===== src/rtl/serial_addsub_pkg.sv =====
// Shared definitions for the digit-serial adder/subtractor.
package serial_addsub_pkg;

  localparam int WIDTH_DEF = 16;
  localparam int DIGIT_DEF = 4;

  typedef enum logic [1:0] {
    IDLE = 2'd0,
    RUN  = 2'd1,
    DONE = 2'd2
  } state_t;

endpackage


===== src/rtl/serial_addsub_digit_adder.sv =====
// DIGIT-bit ripple adder slice; cmsb is the carry into the slice MSB, used for overflow.
module digit_adder #(
  parameter int DIGIT = 4
) (
  input  logic [DIGIT-1:0] a,
  input  logic [DIGIT-1:0] b,
  input  logic             cin,
  output logic [DIGIT-1:0] sum,
  output logic             cout,
  output logic             cmsb
);

  logic [DIGIT:0] t;

  assign t    = {1'b0, a} + {1'b0, b} + {{DIGIT{1'b0}}, cin};
  assign sum  = t[DIGIT-1:0];
  assign cout = t[DIGIT];
  assign cmsb = a[DIGIT-1] ^ b[DIGIT-1] ^ t[DIGIT-1];

endmodule


===== src/rtl/serial_addsub.sv =====
// Digit-serial add/subtract: one DIGIT-wide slice per cycle, LSB first, result committed after N cycles.
module serial_addsub
  import serial_addsub_pkg::*;
#(
  parameter int WIDTH = WIDTH_DEF,
  parameter int DIGIT = DIGIT_DEF
) (
  input  logic             Clk,
  input  logic             Reset,
  input  logic             Start,
  input  logic             Sub,
  input  logic [WIDTH-1:0] A,
  input  logic [WIDTH-1:0] B,
  output logic             Busy,
  output logic             Done,
  output logic [WIDTH-1:0] Sum,
  output logic             Carry,
  output logic             Overflow
);

  localparam int N  = WIDTH / DIGIT;
  localparam int CW = (N > 1) ? $clog2(N) : 1;
  localparam logic [CW-1:0] LAST = CW'(N - 1);

  state_t           state;
  logic [CW-1:0]    cnt;
  logic [WIDTH-1:0] a_sh, b_sh, acc, acc_nxt;
  logic             sub_q, cy;
  logic [DIGIT-1:0] dsum;
  logic             dcout, dcmsb;

  digit_adder #(.DIGIT(DIGIT)) u_dig (
    .a    (a_sh[DIGIT-1:0]),
    .b    (b_sh[DIGIT-1:0] ^ {DIGIT{sub_q}}),
    .cin  (cy),
    .sum  (dsum),
    .cout (dcout),
    .cmsb (dcmsb)
  );

  // Partial sum fills from the top so that after N digits it is aligned.
  generate
    if (N == 1) begin : g_one
      assign acc_nxt = dsum;
    end else begin : g_many
      assign acc_nxt = {dsum, acc[WIDTH-1:DIGIT]};
    end
  endgenerate

  always_ff @(posedge Clk or posedge Reset) begin
    if (Reset) begin
      state    <= IDLE;
      cnt      <= '0;
      a_sh     <= '0;
      b_sh     <= '0;
      acc      <= '0;
      sub_q    <= 1'b0;
      cy       <= 1'b0;
      Busy     <= 1'b0;
      Done     <= 1'b0;
      Sum      <= '0;
      Carry    <= 1'b0;
      Overflow <= 1'b0;
    end else begin
      Done <= 1'b0;
      case (state)
        IDLE, DONE: begin
          if (Start) begin
            a_sh  <= A;
            b_sh  <= B;
            sub_q <= Sub;
            cy    <= Sub;
            cnt   <= '0;
            acc   <= '0;
            state <= RUN;
            Busy  <= 1'b1;
          end else begin
            state <= IDLE;
            Busy  <= 1'b0;
          end
        end
        RUN: begin
          a_sh <= a_sh >> DIGIT;
          b_sh <= b_sh >> DIGIT;
          acc  <= acc_nxt;
          cy   <= dcout;
          cnt  <= cnt + 1'b1;
          if (cnt == LAST) begin
            Sum      <= acc_nxt;
            Carry    <= dcout;
            Overflow <= dcmsb ^ dcout;
            state    <= DONE;
            Busy     <= 1'b0;
            Done     <= 1'b1;
          end
        end
        default: begin
          state <= IDLE;
          Busy  <= 1'b0;
        end
      endcase
    end
  end

endmodule


===== config.mk =====
export PLATFORM = sky130hd
export DESIGN_NAME = serial_addsub
export DESIGN_NICKNAME = d
export VERILOG_FILES = /design/src/rtl/serial_addsub_pkg.sv /design/src/rtl/serial_addsub_digit_adder.sv /design/src/rtl/serial_addsub.sv
export SDC_FILE = /design/constraint.sdc
export NUM_CORES = 1
export LEC_CHECK = 0
export ABC_AREA = 0
export CORE_MARGIN = 2
export CORE_UTILIZATION = 35
export CTS_CLUSTER_SIZE = 28
export DETAILED_ROUTE_END_ITERATION = 8
export GPL_ROUTABILITY_DRIVEN = 0
export SLEW_MARGIN = 20
export SYNTH_ARGS = -nofsm -noshare
export SYNTH_HDL_FRONTEND = slang
export SYNTH_SLANG_ARGS = --single-unit

===== constraint.sdc =====
create_clock -name Clk -period 2.6 [get_ports Clk]
set_input_delay 0.52 -clock Clk [delete_from_list [all_inputs] [get_ports Clk]]
set_output_delay 0.52 -clock Clk [all_outputs]
set_load 0.02 [all_outputs]

; After elaboration in Yosys (flattened, before gate mapping)
; Cells that the tools add are included.
[totals]
regBits = 74
inputBits = 36
output_inout_bits = 20
wordCells = 48
[op_classes]
n_addsub = 3
n_eq_ne = 5
muxes = 18
n_bitwise = 4
reduce_logical = 6
[ops]
columns = cell, count
row1 = 16-bit case mux with 2 select lines, 3
row2 = 16-bit 2-to-1 mux, 3
row3 = 2-bit case mux with 2 select lines, 2
row4 = 1-bit 2-to-1 mux, 6
row5 = 2-bit AND reduction, 3
row6 = 4-bit by 4-bit adder with 5-bit output, 1
row7 = 5-bit by 1-bit adder with 5-bit output, 1
row8 = 2-bit equality test (second input constant), 2
row9 = 2-bit 2-to-1 mux, 2
row10 = 2-bit != test (second input constant), 2
row11 = 1-bit case mux with 2 select lines, 2
row12 = 4-bit bitwise XOR, 1
row13 = 1-bit bitwise XOR, 3
row14 = 2-bit by 1-bit adder with 2-bit output (second input constant), 1
row15 = 2-bit by 1-bit equality test with 1-bit output (second input constant), 1
row16 = 2-bit zero test, 1
row17 = 2-bit nonzero test, 1
row18 = 2-bit OR reduction, 1

; Longest topological paths before layout
; Gate-level depths: netlist of run 1.
[logic_depth]
depth_word = 5
ltp_mapped = 8
mapped_depth_nobuf = 7

; Hierarchy
; A second synthesis of run 1 with hierarchy kept.
[unflattened]
cells_unflattened = 269
area_unflattened_um2 = 3296.9
[by_module_without_submodules]
columns = mod, instances, cells_each, area_per_inst_um2
row1 = serial_addsub, 1, 252, 3153.0
row2 = digit_adder, 1, 17, 143.9

; Worst setup path before layout of run 1
; Ideal clock, no wire load.
[synth_path]
kind = reg2reg
from = register sub_q
to = register Overflow
arrival_ps = 2021
required_time_ps = 2517
slack_ps = 496
stages_incl_launch_ff = 9
cell_sequence = dfrtp_1 clkbuf_1 xnor2_1 fa_1 fa_1 nand2b_1 o2bb2ai_1 xor2_1 o21ai_0
[synth_between]
elab_chain_len = 5
elab_cells_between_ends = 6
cone_classes = add/sub (2) / bitwise (4)
[synth_rtl]
columns = element, line
row1 = start: declaration, serial_addsub.sv:28  ; logic sub_q, cy;
row2 = start signal: assignment, serial_addsub.sv:71  ; sub_q <= Sub;
row3 = 4-bit bitwise XOR *, serial_addsub.sv:34  ; .b (b_sh[DIGIT-1:0] ^ {DIGIT{sub_q}}),
row4 = 4-bit by 4-bit adder with 5-bit output, serial_addsub_digit_adder.sv:15  ; assign t = {1'b0, a} + {1'b0, b} + {{DIGIT{1'b0}}, cin};
row5 = 5-bit by 1-bit adder with 5-bit output, serial_addsub_digit_adder.sv:15
row6 = 1-bit bitwise XOR, serial_addsub_digit_adder.sv:18  ; assign cmsb = a[DIGIT-1] ^ b[DIGIT-1] ^ t[DIGIT-1];
row7 = 1-bit bitwise XOR *, serial_addsub.sv:91  ; Overflow <= dcmsb ^ dcout;
row8 = end signal: assignment, serial_addsub.sv:91
row9 = end: declaration, serial_addsub.sv:18  ; output logic Overflow
; Mark *: on every way between the ends. The rest lies on a longest branch, timed or not.
; A chain may end at the register's enable or synchronous reset.

; Final worst setup path of run 1
; Same ends and word-level chain as after synthesis.

==> impl_metrics.env, run 1 <==
export IMPL_drt_iter0_drc=82
export IMPL_synth_top_family_by_area="compound AO/OA/AOI/OAI gates"
export IMPL_rows=33
export IMPL_cts_tree="yes"
export IMPL_dieWidth_microns=95.4
export IMPL_num_vias=1991
export IMPL_ctsRootBufferMaster="clkbuf_8"
export IMPL_critical_path_max_stage_delay_ns=0.45
export IMPL_yosysUniqueCellTypes=30
export IMPL_via_per_inst=4.81
export IMPL_synth_simple_area_share_pct=10.4
export IMPL_drv_slew=0
export IMPL_yosysTopAreaCellShare_pct=59.9
export IMPL_cts_sinks=70
export IMPL_status="finished clean"
export IMPL_rsz0062_at_grt="false"
export IMPL_diodes=0
export IMPL_synthCells=248
export IMPL_endpoint_kind="register"
export IMPL_design_die_area_sq_um=9100
export IMPL_clk_latency_ns=0.34
export IMPL_arrival_ns=2.43
export IMPL_power_density_nw_per_um2=1380
export IMPL_coreArea_sq_um=8180
export IMPL_overflow=0
export IMPL_antenna_found_initial=0
export IMPL_cts_buffer_depth=2
export IMPL_finalSetupViolCount=0
export IMPL_skew_ns=0.00582
export IMPL_worstPathMaxFanout=5
export IMPL_fin_crit_sh_pct=83.6
export IMPL_tightestPinTransition_ns=0.577
export IMPL_vdd_drop_max_v=0.000449
export IMPL_slew_headroom_pct=61.4
export IMPL_synth_area_leaders="dfrtp_1 60%, nor2_1 5.9%, o22ai_1 5.1%, a22o_1 5.1%, mux2_4 4.6%"
export IMPL_critPathBufInv=0
export IMPL_io_buffers=55
export IMPL_cts_max_level=3
export IMPL_ctsResizeCount=0
export IMPL_syn_area_sq_um=2930
export IMPL_dp_hpwl_mm=4.07
export IMPL_hp_class="reg -> reg"
export IMPL_fin_util_pct=45.6
export IMPL_yosysTopAreaCell="dfrtp_1"
export IMPL_grt_max_degree=34
export IMPL_clkTransAtPathRegs_ns=0.07
export IMPL_syn_num_nets=290
export IMPL_yosysSeqAreaShare_pct=59.9
export IMPL_cp_top_family="adder cells"
export IMPL_wirelength_mm=5.95
export IMPL_synthAdderAreaFrac_pct=3.08
export IMPL_grt_pass1_wl_mm=10.3
export IMPL_path_class="reg -> reg"
export IMPL_fin_cells=414
export IMPL_totalPowerFinal_mw=5.15
export IMPL_final_hold_viol_count=0
export IMPL_wire_per_inst_microns=14.4
export IMPL_grt_pass1_vias=2079
export IMPL_synth_xor_area_share_pct=2.10
export IMPL_cap_violations=0
export IMPL_drtAntennaViolNets=0
export IMPL_start_util_pct=35.8
export IMPL_synthMuxAreaShare_pct=5.77
export IMPL_path_cells="xnor2_1 -> fa_1 -> fa_1 -> nand2b_1 -> o2bb2ai_1 -> xor2_1 -> o21ai_0"
export IMPL_syn_to_final_growth_pct=27.4
export IMPL_worst_setup_path_start_kind="register"
export IMPL_cts_made_buffers=9
export IMPL_post_cts_buffers=0
export IMPL_grt_usage_pct=14.9
export IMPL_dp_cells=398
export IMPL_layout_nets=346
export IMPL_avgSynthCellArea_sq_um=11.8
export IMPL_setup_tns_final_ns=0
export IMPL_cp_required_ns=2.86
export IMPL_firstDrtPassIters=4
export IMPL_p_leak_nw=1.67
export IMPL_fmax_mhz=460
export IMPL_critPathSlowestCell="dfrtp_1"
export IMPL_die_y_microns=95.4
export IMPL_cp_common_cell="fa_1"
export IMPL_period_needed_ns=2.17
export IMPL_layout_drive_gt1_share_pct=12.3
export IMPL_synth_seq_cells=70
export IMPL_synth_warning_count=0
export IMPL_post_route_drc_count=0
export IMPL_io_pin_count=56
export IMPL_hold_buffers=0
export IMPL_synth_compound_area_share_pct=13.7
per-stage QoR:
| stage | hold slack [ns] | area, sq um | setup slack (ns) |
|---|---|---|---|
| final | 0.488 | 3730 | 0.426 |
| after global routing | 0.516 | 3730 | 0.243 |
| after CTS | 0.490 | 3730 | 0.413 |
| after detailed placement | 0.474 | 3540 | 0.436 |
| after global placement | 0.471 | 3540 | 0.516 |
| after floorplan | 0.466 | 2930 | 0.312 |
flip-flops by register name (all words and copies together), names as in the netlist:
| signal | flops |
|---|---|
| Overflow | 1 |
| Carry | 1 |
| cnt | 2 |
| Busy | 1 |
| acc | 12 |
| Sum | 16 |
| state | 2 |
| sub_q | 1 |
| Done | 1 |
| cy | 1 |
| a_sh | 16 |
| b_sh | 16 |
final cells by class:
cell class | count | area, sq um
flip-flops and latches | 70 | 1750
fillers | 764 | 4450
repair buffers | 61 | 608
multi-input cells | 155 | 1020
clock buffers | 12 | 135
clock inverters | 4 | 47.5
inverters | 7 | 28.8
well taps | 105 | 131
layout by cell type (no fill, tap or decap), drive strengths merged:
cell type      netlist  routed
a21oi                3       3
a22o                17      17
buf                 15       6
bufinv               0       1
clkbuf               1      12
clkdlybuf4s50        0      55
clkinv               0       2
clkinvlp             0       1
dfrtp               70      70
fa                   2       2
ha                   4       4
inv                  7       7
mux2                12      12
nand2               19      19
nand2b               3       3
nor2                47      47
nor2b                2       2
o21ai               13      13
o221ai               1       1
o22ai               24      24
o2bb2ai              1       1
xnor2                2       2
xor2                 5       5
worst paths after layout:
kind / from / end / slack (ns) / depth (start not counted)
max: sub_q / Overflow / 0.43 / 7
min: Sum[14] / Sum[14] / 0.49 / 2
max reg2reg: sub_q / Overflow / 0.43 / 7
min reg2reg: Sum[14] / Sum[14] / 0.49 / 2
max in group asynchronous: Reset / b_sh[3] / 1.49 / 3
min in group asynchronous: Reset / a_sh[14] / 0.55 / 2
synthesized netlist by cell type (all sizes together):
master   number
a21oi         3
o2bb2ai       1
o221ai        1
a22o         17
o22ai        24
nand2b        3
dfrtp        70
buf          15
inv           7
xor2          5
fa            2
ha            4
mux2         12
nand2        19
clkbuf        1
o21ai        13
xnor2         2
nor2         47
nor2b         2
report_power, final:
group          total (mW)  switching, mW  internal [mW]  leakage (nW)
clock               0.838          0.397          0.441        0.0904
sequential           1.91          0.306           1.60         0.871
combinational        2.40           1.29           1.12         0.712
total                5.15           1.99           3.16          1.67
worst register-to-register path, delay by kind of cell, from the launching register on:
kind / cells / cell delay, ns
compound gates: 2 / 0.31
xor+xnor: 2 / 0.32
fa+ha+maj: 2 / 0.86
flops: 1 / 0.45
simple gates: 1 / 0.16
layer usage:
layer / GRT usage [%] / vias up / share of wire (%)
li1: - / 963 / -
met1: 20.2 / 961 / 47
met2: 22.8 / 59 / 46
met3: 4.11 / 8 / 5.6
met4: 6.07 / 0 / 1.6
met5: 0 / - / 0
logic make-up after synthesis:
| kind of cell | count (synthesis) |
|---|---|
| mux | 12 |
| fa+ha+maj | 6 |
| compound gates | 59 |
| flops | 70 |
| buf+inv | 23 |
| xor+xnor | 7 |
| simple gates | 71 |
Note: power is estimated with default switching activity, not from simulation.
==> run 2, diff against run 1 <==
clock period = 2 ns   (was 2.6 ns; I/O delays follow)
==> run 2 against run 1 <==
  * Critical path depth unchanged
  * Register-to-register slack got worse by 0.38 ns
  * Non-clock buffer count increased by 2
  * Total power rose by 32%
  * Hold slack got worse by 0.0028 ns
  * Via count decreased by 0.60%
  * Wire length is 2.7% lower
  * Global-route usage shrank 0.86 points
==> impl_metrics.env, run 2 (synthesis results as in run 1) <==
export IMPL_design_die_area_sq_um=9100
export IMPL_die_y_microns=95.4
export IMPL_worstPathMaxFanout=3
export IMPL_cts_tree="yes"
export IMPL_layout_nets=348
export IMPL_period_needed_ns=1.95
export IMPL_grt_pass1_vias=2024
export IMPL_antenna_found_initial=0
export IMPL_power_density_nw_per_um2=1800
export IMPL_r2r_cells=7
export IMPL_drt_iter0_drc=72
export IMPL_fin_util_pct=46.1
export IMPL_layout_drive_gt1_share_pct=13.8
export IMPL_start_util_pct=35.8
export IMPL_vdd_drop_max_v=0.000564
export IMPL_cp_required_ns=2.26
export IMPL_drv_slew=0
export IMPL_whs_path_depth=2
export IMPL_cts_made_buffers=9
export IMPL_pwr_share_seq_pct=36.1
export IMPL_arrival_ns=2.21
export IMPL_skew_ns=0.00800
export IMPL_diodes=0
export IMPL_switchingPower_mw=2.57
export IMPL_overflow=0
export IMPL_power_share_clock_pct=16.9
export IMPL_mostFrequentLayoutCells="70 x dfrtp_1, 55 x clkdlybuf4s50_1, 46 x nor2_1, 24 x o22ai_1"
export IMPL_grt_pass1_wl_mm=9.62
export IMPL_cts_buffer_depth=2
export IMPL_wirelength_mm=5.78
export IMPL_final_common_cell="dfrtp_1"
export IMPL_final_hold_viol_count=0
export IMPL_grt_usage_pct=14.1
export IMPL_dp_hpwl_mm=3.90
export IMPL_fill_cells=767
export IMPL_rows=33
export IMPL_regArea_sq_um=1750
export IMPL_cp_top_family="adder cells"
export IMPL_drtAntennaViolNets=0
export IMPL_wire_per_inst_microns=13.9
export IMPL_post_route_drc_count=0
export IMPL_clk_latency_ns=0.34
export IMPL_critPathSlowestCell="dfrtp_1"
export IMPL_worst_setup_path_start_kind="register"
export IMPL_combPwrFrac_pct=47.0
export IMPL_status="finished clean"
export IMPL_hp_class="reg -> reg"
export IMPL_fmax_mhz=513
export IMPL_p_leak_nw=1.69
export IMPL_cts_sinks=70
export IMPL_critical_path_max_stage_delay_ns=0.39
export IMPL_cap_violations=0
export IMPL_tightestPinTransition_ns=0.582
export IMPL_io_buffers=55
export IMPL_hold_buffers=0
export IMPL_dieWidth_microns=95.4
export IMPL_num_vias=1979
export IMPL_largestRegisters="Sum: 16 flops, a_sh: 16 flops, b_sh: 16 flops"
export IMPL_cp_common_cell="fa_2"
export IMPL_ctsResizeCount=0
export IMPL_multi_input_area_sq_um=1030
export IMPL_clkTransAtPathRegs_ns=0.07
export IMPL_hold_start="Sum[14]"
export IMPL_io_pin_count=56
export IMPL_totalPowerFinal_mw=6.80
export IMPL_p_int_mw=4.24
export IMPL_path_class="reg -> reg"
export IMPL_post_cts_buffers=0
export IMPL_netSwitchingFraction_pct=37.7
export IMPL_r2r_start="b_sh[0]"
export IMPL_path_cells="xnor2_1 -> fa_2 -> fa_2 -> nand2b_1 -> o2bb2ai_1 -> xor2_1 -> o21ai_0"
export IMPL_rsz0062_at_grt="true"
export IMPL_endpoint_kind="register"
export IMPL_slew_headroom_pct=61.1
export IMPL_grt_max_degree=71
export IMPL_finalSetupViolCount=0
export IMPL_cp_depth=7
export IMPL_syn_to_final_growth_pct=28.9
export IMPL_firstDrtPassIters=4
export IMPL_crit_path_start="b_sh[0]"
export IMPL_via_per_inst=4.76
export IMPL_ctsRootBufferMaster="clkbuf_8"
export IMPL_fin_crit_sh_pct=97.5
export IMPL_cts_max_level=3
export IMPL_coreArea_sq_um=8180
export IMPL_critPathBufInv=0
==> run 2: cell count changes in the layout (fill, tap and decap cells not counted), sizes merged <==
| cell | delta |
|---|---|
| buf | +2 |
| clkbuf | +1 |
| clkinv | -1 |
| clkinvlp | +1 |
| inv | -1 |
==> run 2: final cells by class <==
| type | instances | share of cell area, % |
|---|---|---|
| sequential | 70 | 46.5 |
| multi-input combinational | 155 | 27.3 |
| timing repair buffer | 63 | 16.5 |
| clock buffer | 13 | 4.22 |
| tap | 105 | 3.48 |
| clock inverter | 3 | 1.13 |
| inverter | 7 | 0.863 |
==> run 2: per-layer routing <==
metal | routed length [microns] | global-route usage (%) | vias up | share of wire, %
met4 | 102 | 7.98 | 0 | 1.8
li1 | - | - | 973 | -
met3 | 282 | 3.72 | 8 | 4.9
met2 | 2680 | 21.8 | 47 | 46
met1 | 2720 | 17.9 | 951 | 47
met5 | 0 | 0 | - | 0
==> run 2: per-stage QoR <==
stage	TNS (ns)	cell area [sq um]	setup slack [ns]	std cells	hold WS (ns)
2_1_floorplan	0	2940	0.0302	248	0.466
3_3_place_gp	0	3570	0.108	400	0.469
3_5_place_dp	0	3570	0.0512	400	0.476
4_1_cts	0	3770	0.0317	416	0.492
5_1_grt	-0.0242	3770	-0.0242	416	0.519
6_report	0	3770	0.0510	416	0.485
==> run 2: worst min-delay path, cell delays in order (launching register included) <==
cell and delay, ns:
dfrtp_1 0.35, nand2_1 0.05, o21ai_0 0.06
==> run 2: power by group through the flow <==
stage	Combinational [mW]	Clock (mW)	Sequential [mW]
4_1_cts	3.27	1.18	2.47
5_1_grt	3.58	1.25	2.54
3_3_place_gp	3.18	0	2.47
2_1_floorplan	2.25	0	2.59
3_5_place_dp	3.25	0	2.49
6_report	3.20	1.15	2.45
==> run 2: path summary, 6_finish.rpt <==
path,end,slack (ns)
hold / removal,Sum[14],0.48
min in group asynchronous,Sum[4],0.51
setup reg to reg,Overflow,0.05
hold reg to reg,Sum[14],0.48
max in group asynchronous,b_sh[6],1.21
setup / recovery,Overflow,0.05
==> run 3, diff against run 2 <==
CORE_UTILIZATION = 45   (was 35)
GPL_TIMING_DRIVEN = 0   (was unset)
PLACE_DENSITY = 0.71   (was unset)
TNS_END_PERCENT = 50   (was unset)
==> run 3 against run 2 <==
  * Sequential cell count unchanged
  * Total power is 4.3% higher
  * Sequential share of layout area down 0.90 points
  * Non-clock buffer count up 12
  * Setup slack better by 0.038 ns
  * Largest cell class unchanged
  * Cell area rose by 2.1%
  * Critical endpoint unchanged
==> impl_metrics.env, run 3 (synthesis results as in run 1) <==
export IMPL_period_needed_ns=1.91
export IMPL_fill_cells=551
export IMPL_r2r_cells=7
export IMPL_multi_input_area_sq_um=1040
export IMPL_grt_max_degree=35
export IMPL_coreArea_sq_um=6310
export IMPL_antenna_found_initial=0
export IMPL_ctsRootBufferMaster="clkbuf_8"
export IMPL_dpl_cell_area_sq_um=3620
export IMPL_fin_util_pct=60.9
export IMPL_rsz0062_at_grt="false"
export IMPL_fin_ws_ns=0.0887
export IMPL_setup_tns_final_ns=0
export IMPL_cp_required_ns=2.27
export IMPL_design_die_area_sq_um=7160
export IMPL_grt_pass1_vias=2090
export IMPL_drv_slew=0
export IMPL_tightestPinTransition_ns=0.260
export IMPL_worstPathMaxFanout=3
export IMPL_final_common_cell="dfrtp_1"
export IMPL_cts_tree="yes"
export IMPL_vdd_drop_max_v=0.00102
export IMPL_stdcell_area_sq_um=3850
export IMPL_io_buffers=55
export IMPL_layout_nets=360
export IMPL_start_util_pct=46.3
export IMPL_mostFrequentLayoutCells="69 x dfrtp_1, 55 x clkdlybuf4s50_1, 46 x nor2_1, 24 x o22ai_1"
export IMPL_largestRegisters="Sum: 16 flops, a_sh: 16 flops, b_sh: 16 flops"
export IMPL_layout_drive_gt1_share_pct=18.0
export IMPL_clkTransAtPathRegs_ns=0.07
export IMPL_p_leak_nw=1.75
export IMPL_dieWidth_microns=84.6
export IMPL_path_class="reg -> reg"
export IMPL_cts_sinks=70
export IMPL_worst_setup_path_start_kind="register"
export IMPL_wire_per_inst_microns=14.7
export IMPL_cts_buffer_depth=2
export IMPL_final_hold_viol_count=0
export IMPL_grt_usage_pct=17.8
export IMPL_syn_to_final_growth_pct=31.5
export IMPL_overflow=0
export IMPL_holdWs_ns=0.350
export IMPL_via_per_inst=5.12
export IMPL_firstDrtPassIters=4
export IMPL_diodes=0
export IMPL_fmax_mhz=523
export IMPL_endpoint_kind="register"
export IMPL_power_density_nw_per_um2=1840
export IMPL_drtAntennaViolNets=0
export IMPL_slew_headroom_pct=82.6
export IMPL_arrival_ns=2.18
export IMPL_cap_violations=0
export IMPL_cts_max_level=3
export IMPL_dp_hpwl_mm=4.19
export IMPL_num_vias=2048
export IMPL_drt_iter0_drc=103
export IMPL_hp_class="in -> async"
export IMPL_place_ws_ns=-0.283
export IMPL_regArea_sq_um=1750
export IMPL_rows=29
export IMPL_die_y_microns=84.6
export IMPL_clk_latency_ns=0.34
export IMPL_fin_crit_sh_pct=95.6
export IMPL_cts_made_buffers=9
export IMPL_io_pin_count=56
export IMPL_status="finished clean"
export IMPL_grt_pass1_wl_mm=9.86
export IMPL_skew_ns=0.00772
export IMPL_wirelength_mm=5.88
export IMPL_finalSetupViolCount=0
export IMPL_hold_buffers=0
export IMPL_ff2ff_setup_slack_ns=0.09
export IMPL_post_route_drc_count=0
## run 3: changes by cell type in the layout (fill, tap and decap cells not counted), sizes merged
cell,before,now
buf,8,20
clkinv,1,3
clkinvlp,2,1
clkbuf,13,12
## run 3: cell type report
type                       count  area share (%)
buffer                        15            3.02
clock buffer                  12            4.03
clock inverter                 4            1.17
inverter                       7           0.846
multi-input combinational    155            26.9
sequential                    70            45.6
tap                           77            2.50
timing repair buffer          60            15.9
## run 3: worst max-delay path, stage by stage (launching register included)
cell	delay [ns]
dfrtp_2	0.41
xnor2_1	0.15
fa_2	0.36
fa_2	0.36
nand2b_1	0.16
o2bb2ai_2	0.14
xor2_1	0.14
o21ai_1	0.11
## run 3: where the power goes
part	internal, mW	leakage, nW	switching [mW]
logic	1.70	0.777	1.78
clock network	0.639	0.106	0.512
registers	2.08	0.870	0.388
total	4.42	1.75	2.68
## run 3: stage by stage
step	std cells	total power, mW
after floorplan	248	4.83
after global placement	380	5.74
after detailed placement	382	5.85
after CTS	399	7.12
after global routing	400	7.62
final	400	7.10
## run 3: path summary, 6_finish.rpt
check / from / endpoint
setup / recovery: sub_q / Overflow
min in group Clk: Sum[13] / Sum[13]
hold / removal: Reset / b_sh[14]
max in group asynchronous: Reset / Sum[11]
hold reg to reg: Sum[13] / Sum[13]
setup reg to reg: sub_q / Overflow
## run 3: routing by layer
layer | vias up | wire (microns) | global-route usage (%)
met5 | - | 0 | 0
met4 | 0 | 97 | 8.23
met3 | 9 | 306 | 3.34
met2 | 58 | 2840 | 28.8
met1 | 985 | 2630 | 23.4
li1 | 996 | - | -
## run 3: timing repair
item | CTS | global route
gates resized for setup | 4 | 1
pin swaps | 1 | 1
setup buffers | 2 | 1
setup endpoints to repair | 4 | 1
